==> src/rtl/fxp_divider.sv <==
// fxp_divider: signed fixed-point divider (QX.FBITS / QX.FBITS -> QX.FBITS).
// Restoring shift-subtract on operand magnitudes, one quotient bit per clock,
// followed by sign application and saturation.
// Optional build macro FXP_DIVIDER_ROUND_EN: computes one extra guard bit and
// rounds the magnitude half away from zero (latency +1). When it is not defined,
// the quotient truncates toward zero.
//
// state | meaning
// ------+----------------------------------------------------------------
// IDLE  | waiting for start; results and flags hold their last values
// CALC  | one restoring shift-subtract step per cycle; cnt_q counts down
// FIN   | sign, saturation and flags applied; done registered for one cycle
module fxp_divider #(
    parameter int WIDTH = 24,
    parameter int FBITS = 8
) (
    input  logic             clk,
    input  logic             rst,
    input  logic             start,
    input  logic [WIDTH-1:0] a,
    input  logic [WIDTH-1:0] b,
    output logic             busy,
    output logic             done,
    output logic             valid,
    output logic             dbz,
    output logic             ovf,
    output logic [WIDTH-1:0] val
);

`ifdef FXP_DIVIDER_ROUND_EN
    localparam int NQ = WIDTH + FBITS + 1;
`else
    localparam int NQ = WIDTH + FBITS;
`endif
    localparam int MW = WIDTH + FBITS;
    localparam int CW = $clog2(NQ + 1);
    localparam int SH = NQ - WIDTH;

    // Largest legal magnitudes for positive and negative results.
    localparam logic [MW-1:0] POS_LIM = {{(FBITS + 1){1'b0}}, {(WIDTH - 1){1'b1}}};
    localparam logic [MW-1:0] NEG_LIM = {{FBITS{1'b0}}, 1'b1, {(WIDTH - 1){1'b0}}};

    typedef enum logic [1:0] {
        IDLE = 2'd0,
        CALC = 2'd1,
        FIN  = 2'd2
    } state_t;

    state_t state_q, state_d;

    logic [WIDTH-1:0] dvsr_q;
    logic [WIDTH-1:0] rem_q;
    logic [NQ-1:0]    dq_q;
    logic             sign_q;
    logic             zdiv_q;
    logic [CW-1:0]    cnt_q;

    logic [WIDTH-1:0] a_mag, b_mag;
    logic [WIDTH:0]   trial;
    logic             ge;
    logic [WIDTH-1:0] rem_nx;
    logic [MW-1:0]    q_mag;
    logic             sat_pos, sat_neg;
    logic [WIDTH-1:0] res_mag, res_s;

    // Magnitudes are WIDTH-bit unsigned so the most negative input survives.
    assign a_mag = a[WIDTH-1] ? (WIDTH'(0) - a) : a;
    assign b_mag = b[WIDTH-1] ? (WIDTH'(0) - b) : b;

    // Restoring step: shift the next dividend bit into the partial remainder and
    // subtract the divisor when it fits. When it fits the difference is below
    // 2^WIDTH, so a WIDTH-bit subtraction is exact.
    always_comb begin
        trial  = {rem_q, dq_q[NQ-1]};
        ge     = (trial >= {1'b0, dvsr_q});
        rem_nx = ge ? (trial[WIDTH-1:0] - dvsr_q) : trial[WIDTH-1:0];
    end

    // Final magnitude (optionally rounded), saturation detection and signing.
    always_comb begin
`ifdef FXP_DIVIDER_ROUND_EN
        q_mag = dq_q[NQ-1:1] + MW'(dq_q[0]);
`else
        q_mag = dq_q;
`endif
        sat_pos = !sign_q && (q_mag > POS_LIM);
        sat_neg = sign_q && (q_mag > NEG_LIM);
        res_mag = q_mag[WIDTH-1:0];
        res_s   = sign_q ? (WIDTH'(0) - res_mag) : res_mag;
    end

    // State register.
    always_ff @(posedge clk) begin
        if (rst) state_q <= IDLE;
        else     state_q <= state_d;
    end

    // Next-state logic; a zero divisor skips CALC entirely.
    always_comb begin
        state_d = state_q;
        unique case (state_q)
            IDLE: if (start) state_d = (b == '0) ? FIN : CALC;
            CALC: if (cnt_q == '0) state_d = FIN;
            FIN:  state_d = IDLE;
            default: state_d = IDLE;
        endcase
    end

    assign busy = (state_q != IDLE);

    // Operand capture, iteration datapath and registered result outputs.
    always_ff @(posedge clk) begin
        if (rst) begin
            dvsr_q <= '0;
            rem_q  <= '0;
            dq_q   <= '0;
            sign_q <= 1'b0;
            zdiv_q <= 1'b0;
            cnt_q  <= '0;
            done   <= 1'b0;
            valid  <= 1'b0;
            dbz    <= 1'b0;
            ovf    <= 1'b0;
            val    <= '0;
        end else begin
            done <= 1'b0;
            unique case (state_q)
                IDLE: begin
                    if (start) begin
                        valid  <= 1'b0;
                        dbz    <= 1'b0;
                        ovf    <= 1'b0;
                        zdiv_q <= (b == '0);
                        dvsr_q <= b_mag;
                        rem_q  <= '0;
                        dq_q   <= {a_mag, {SH{1'b0}}};
                        sign_q <= a[WIDTH-1] ^ b[WIDTH-1];
                        cnt_q  <= CW'(NQ - 1);
                    end
                end
                CALC: begin
                    rem_q <= rem_nx;
                    dq_q  <= {dq_q[NQ-2:0], ge};
                    cnt_q <= cnt_q - CW'(1);
                end
                FIN: begin
                    done <= 1'b1;
                    if (zdiv_q) begin
                        dbz   <= 1'b1;
                        valid <= 1'b0;
                        ovf   <= 1'b0;
                        val   <= '0;
                    end else if (sat_pos) begin
                        ovf   <= 1'b1;
                        valid <= 1'b0;
                        val   <= {1'b0, {(WIDTH - 1){1'b1}}};
                    end else if (sat_neg) begin
                        ovf   <= 1'b1;
                        valid <= 1'b0;
                        val   <= {1'b1, {(WIDTH - 1){1'b0}}};
                    end else begin
                        valid <= 1'b1;
                        ovf   <= 1'b0;
                        dbz   <= 1'b0;
                        val   <= res_s;
                    end
                end
                default: ;
            endcase
        end
    end

endmodule

==> config.mk <==
export PLATFORM = sky130hd
export DESIGN_NAME = fxp_divider
export DESIGN_NICKNAME = d
export VERILOG_FILES = /design/src/rtl/fxp_divider.sv
export SDC_FILE = /design/constraint.sdc
export NUM_CORES = 1
export LEC_CHECK = 0
export ABC_AREA = 1
export CAP_MARGIN = 20
export CORE_UTILIZATION = 30
export DETAILED_ROUTE_END_ITERATION = 8
export MAX_ROUTING_LAYER = met4
export SYNTH_ARGS = -nofsm -noshare
export SYNTH_HDL_FRONTEND = slang
export SYNTH_SLANG_ARGS = --single-unit
==> constraint.sdc <==
create_clock -name clk -period 2 [get_ports clk]
set_input_delay 0.2 -clock clk [delete_from_list [all_inputs] [get_ports clk]]
set_output_delay 0.2 -clock clk [all_outputs]
set_load 0.01 [all_outputs]
==> qor.csv <==
stage,metric,value,unit
logic_synthesis,Seq cells post-synth,118,
worst_setup_path,Worst setup SP type,flip-flop,
place,dpl ws,-0.107,ns
floorplan,die area,29200,sq um
floorplan,initial core utilization,30.6,%
power_and_ir_drop,combinational fraction of design power,51.2,%
worst_setup_path,worst-case reg-to-reg path depth,13,
worst_hold_path,Hold Path Cell Cnt,3,
floorplan,Die Span Y,171,um
worst_setup_path,Critical R2R Launch,dvsr_q[21],
global_routing,number of global-route vias before repair,8922,
worst_setup_path,crit path from,dvsr_q[21],
layout,diodes inserted,0,
timing,max-slew violations,0,
floorplan,die span in x,171,um
worst_setup_path,crit-path cells,"inv_2, ha_4, buf_4, nand3_4, inv_1, nand2_2, nand2_2, a21oi_4, nand3_4, buf_4, nand2_1, nand3_1, a21oi_1",
worst_setup_path,Crit path required time,2.35,ns
layout,nets,1676,
worst_setup_path,"delay-heaviest family, CP",simple AND/OR/NAND/NOR gates,
detailed_routing,"antenna viol nets, final",0,
clock_network,Worst-Skew Late Latency,0.43,ns
worst_hold_path,hold path startpoint,rst,
detailed_routing,drc violations,0,
floorplan,Core Footprint,27900,sq um
logic_synthesis,Netlist cell types,46,
timing,fin crit period,1.99,ns
floorplan,IO Count,80,
power_and_ir_drop,P_int,7620,uW
worst_hold_path,hold crit path type,primary input to flip-flop,
place,Post-DP HPWL,19800,um
detailed_routing,starting DRC count in detailed routing,703,
power_and_ir_drop,Max VDD drop,0.000531,V
clock_network,clk buf depth,2,
timing,setup slack after layout,0.0126,ns
worst_setup_path,reg2reg end,rem_q[12],
detailed_routing,Post-Route WL,27400,um
power_and_ir_drop,Flop pwr share,22.0,%
logic_synthesis,ys flop type,dfxtp_1,
worst_setup_path,Setup Crit Path Kind,flip-flop to flip-flop,
worst_setup_path,CP endpoint kind,flip-flop,
power_and_ir_drop,LEAKAGE,0.00541,uW
timing,setup total negative slack,0,ns
clock_network,CTS root buffer,clkbuf_16,
detailed_routing,Via density,4.83,
clock_network,CTS tree,yes,
layout,share of cells above drive strength 1,20.3,%
global_routing,largest net degree at the start of global routing,40,
power_and_ir_drop,Power per Cell Area,1060,nW/um^2
timing,relative slew slack,74.5,%
clock_network,total CTS buffers,17,
detailed_routing,via count,9589,
worst_hold_path,"Endpoint, Worst Hold",dq_q[10],
detailed_routing,Routed WL per cell,13.8,um
logic_synthesis,Cells after Synth,1419,
timing,final setup fails,0,
global_routing,total global routing track utilization,19.3,%
logic_synthesis,Synth Net Count,1500,
logic_synthesis,Post-synth EDFFs,0,
timing,RSZ-0062 raised after global routing,true,
global_routing,antenna violations before repair,0,
place,Placer Congestion,0.932,
timing,Fmax,503,MHz
timing,Clock Skew,0.00880,ns
worst_setup_path,CP bufs+invs,4,
power_and_ir_drop,sw frac,40.1,%
clock_network,clock sinks,118,
run_status,outcome,"complete, no violations",
power_and_ir_drop,post-layout power,12700,uW
detailed_routing,DR pass1 iterations,5,
global_routing,total gr overflow,0,
power_and_ir_drop,Clock power frac,26.7,%
logic_synthesis,Yosys warnings,0,
timing,worst slew pin tran,0.382,ns
timing,"Hold Vio Cnt, Final",0,
worst_setup_path,CP max stage delay,0.30,ns
run,max_cap viols,0,
timing,Final Cycle Share,99.4,%
logic_synthesis,asr flop ratio synth,0,%
logic_synthesis,"Cell Area, Synth",8550,sq um
timing,Min Hold Slack,0.307,ns
place,Port Buffers,79,
clock_network,CTS H-tree lvls,4,
power_and_ir_drop,Net Switching,5100,uW
worst_setup_path,CP max stage cell,dfxtp_1,
floorplan,num rows,61,
worst_setup_path,CP Max Fanout,7,
worst_setup_path,Critical Path AT,2.34,ns
logic_synthesis,Avg Synthesized Cell Area,6.02,sq um
clock_network,cts hold-fix bufs,0,
layout,Syn-to-layout area delta,40.8,%
logic_synthesis,sequential area share after synthesis,27.6,%
worst_setup_path,R2R setup slack,0.01,ns
global_routing,first-pass GRT wire length,43800,um
clock_network,clock-pin slew on the worst setup and hold paths,0.06,ns
placed cells by master (no fill, tap or decap), types with 3 or more instances in the layout:
cell and count:
a31oi_1 13, nand4_1 36, o21ai_0 53, ha_4 23, clkbuf_16 21, dfxtp_2 20
xor2_1 24, inv_2 24, dfxtp_1 98, or2_2 3, o211ai_1 4, o22ai_1 3
o21bai_1 4, nand2_4 8, nor3_1 4, o21ai_1 3, inv_6 4, nor2_4 9
clkinvlp_4 3, nand2_2 31, nand3b_1 6, buf_12 8, nand3_4 3, nor2_2 5
clkdlybuf4s50_1 78, o221ai_1 5, a21oi_2 7, inv_1 179, a21oi_1 112, a22oi_1 11
buf_6 4, nand3_2 18, ha_1 6, buf_4 118, bufinv_16 4, nand2_1 396
xnor2_1 17, nand3_1 105, nor2_1 112
cell type report:
| type | count | area (sq um) |
|---|---|---|
| Fill cell | 2953 | 15900 |
| Tap cell | 378 | 473 |
| Sequential cell | 118 | 2390 |
| Timing Repair Buffer | 213 | 1980 |
| Clock inverter | 13 | 191 |
| Multi-Input combinational cell | 1039 | 5780 |
| Clock buffer | 19 | 453 |
| Inverter | 206 | 776 |
power by group through the flow:
stage | combinational, uW | clock, uW | sequential (uW)
2_1_floorplan | 3330 | 0 | 2760
3_3_place_gp | 5280 | 0 | 2790
3_5_place_dp | 5310 | 0 | 2800
4_1_cts | 5490 | 3430 | 2770
5_1_grt | 7150 | 3560 | 2830
6_report | 6520 | 3400 | 2800
cells in the mapped netlist (2+ instances only):
cell | count | share of area (%)
o21ai_0 | 53 | 3.1
o221ai_1 | 5 | 0.51
inv_1 | 195 | 8.6
nor3_2 | 3 | 0.35
buf_2 | 22 | 1.3
buf_4 | 2 | 0.18
and2_1 | 2 | 0.15
a31oi_1 | 13 | 0.95
dfxtp_1 | 118 | 28
clkinv_1 | 2 | 0.088
nand4_1 | 36 | 2.6
nand3b_1 | 6 | 0.53
nor2_2 | 7 | 0.51
or2_0 | 2 | 0.15
o21bai_1 | 4 | 0.35
o211ai_1 | 4 | 0.35
nand3_2 | 3 | 0.35
clkbuf_1 | 29 | 1.3
a21oi_1 | 119 | 7.0
nor2_1 | 118 | 5.2
nand2_2 | 4 | 0.29
nand3_1 | 122 | 7.1
buf_6 | 2 | 0.26
nor3_1 | 4 | 0.23
inv_2 | 9 | 0.40
o21ai_1 | 3 | 0.18
ha_1 | 29 | 4.2
a22oi_1 | 11 | 0.97
xor2_1 | 24 | 2.5
or2_2 | 3 | 0.22
o22ai_1 | 3 | 0.22
nor4_1 | 2 | 0.15
xnor2_1 | 17 | 1.7
nand2_1 | 431 | 19
stage by stage:
step / cell area, sq um / utilization (%) / instances
after CTS: 11400 / 40.8 / 1973
after detailed placement: 10600 / 37.8 / 1941
after global placement: 10600 / 37.8 / 1941
after global routing: 12000 / 43.1 / 1986
final: 12000 / 43.1 / 1986
after floorplan: 8550 / - / 1419
metal layers:
metal	GRT usage (%)	up-vias	share of wire [%]
li1	-	4910	-
met1	25.8	4363	48
met2	29.8	261	44
met3	2.50	55	5.7
met4	6.93	0	2.4
met5	-	-	0
timing repair:
action                                  CTS  global route
cloned                                    0             4
setup buffers                             0             9
pin swaps                                 3            24
endpoints found under the setup margin   24            28
resized for setup                        23           131
sequential cells by signal, summed over array words and instances, names as in the netlist, 2 cells and up:
name	flops
dvsr_q	24
dq_q	32
rem_q	24
state_q	2
val	24
cnt_q	6
worst reg2reg max path, stage by stage, from the launching register on:
cell     delay [ns]
dfxtp_1        0.30
inv_2          0.13
ha_4           0.23
buf_4          0.14
nand3_4        0.09
inv_1          0.06
nand2_2        0.05
nand2_2        0.06
a21oi_4        0.15
nand3_4        0.20
buf_4          0.21
nand2_1        0.07
nand3_1        0.08
a21oi_1        0.14
logic make-up after synthesis:
group | after synthesis | share of synthesized area, %
flip-flops | 118 | 27.6
AND/OR/NAND/NOR | 746 | 37.2
adder cells (fa/ha/maj) | 30 | 4.48
buffers and inverters | 262 | 12.1
AO/OA/AOI/OAI | 222 | 14.4
XOR/XNOR | 41 | 4.20
worst max-delay path by stage:
stage                             to  slack (ns)  depth (start not counted)
after floorplan            rem_q[22]        0.18                         12
after global placement    dvsr_q[16]        -0.1                         14
after detailed placement  dvsr_q[16]       -0.11                         14
after CTS                  rem_q[20]       0.005                         14
after global routing       rem_q[11]       -0.14                         13
final                      rem_q[12]        0.01                         13
Power figures use the tool's default switching activity.
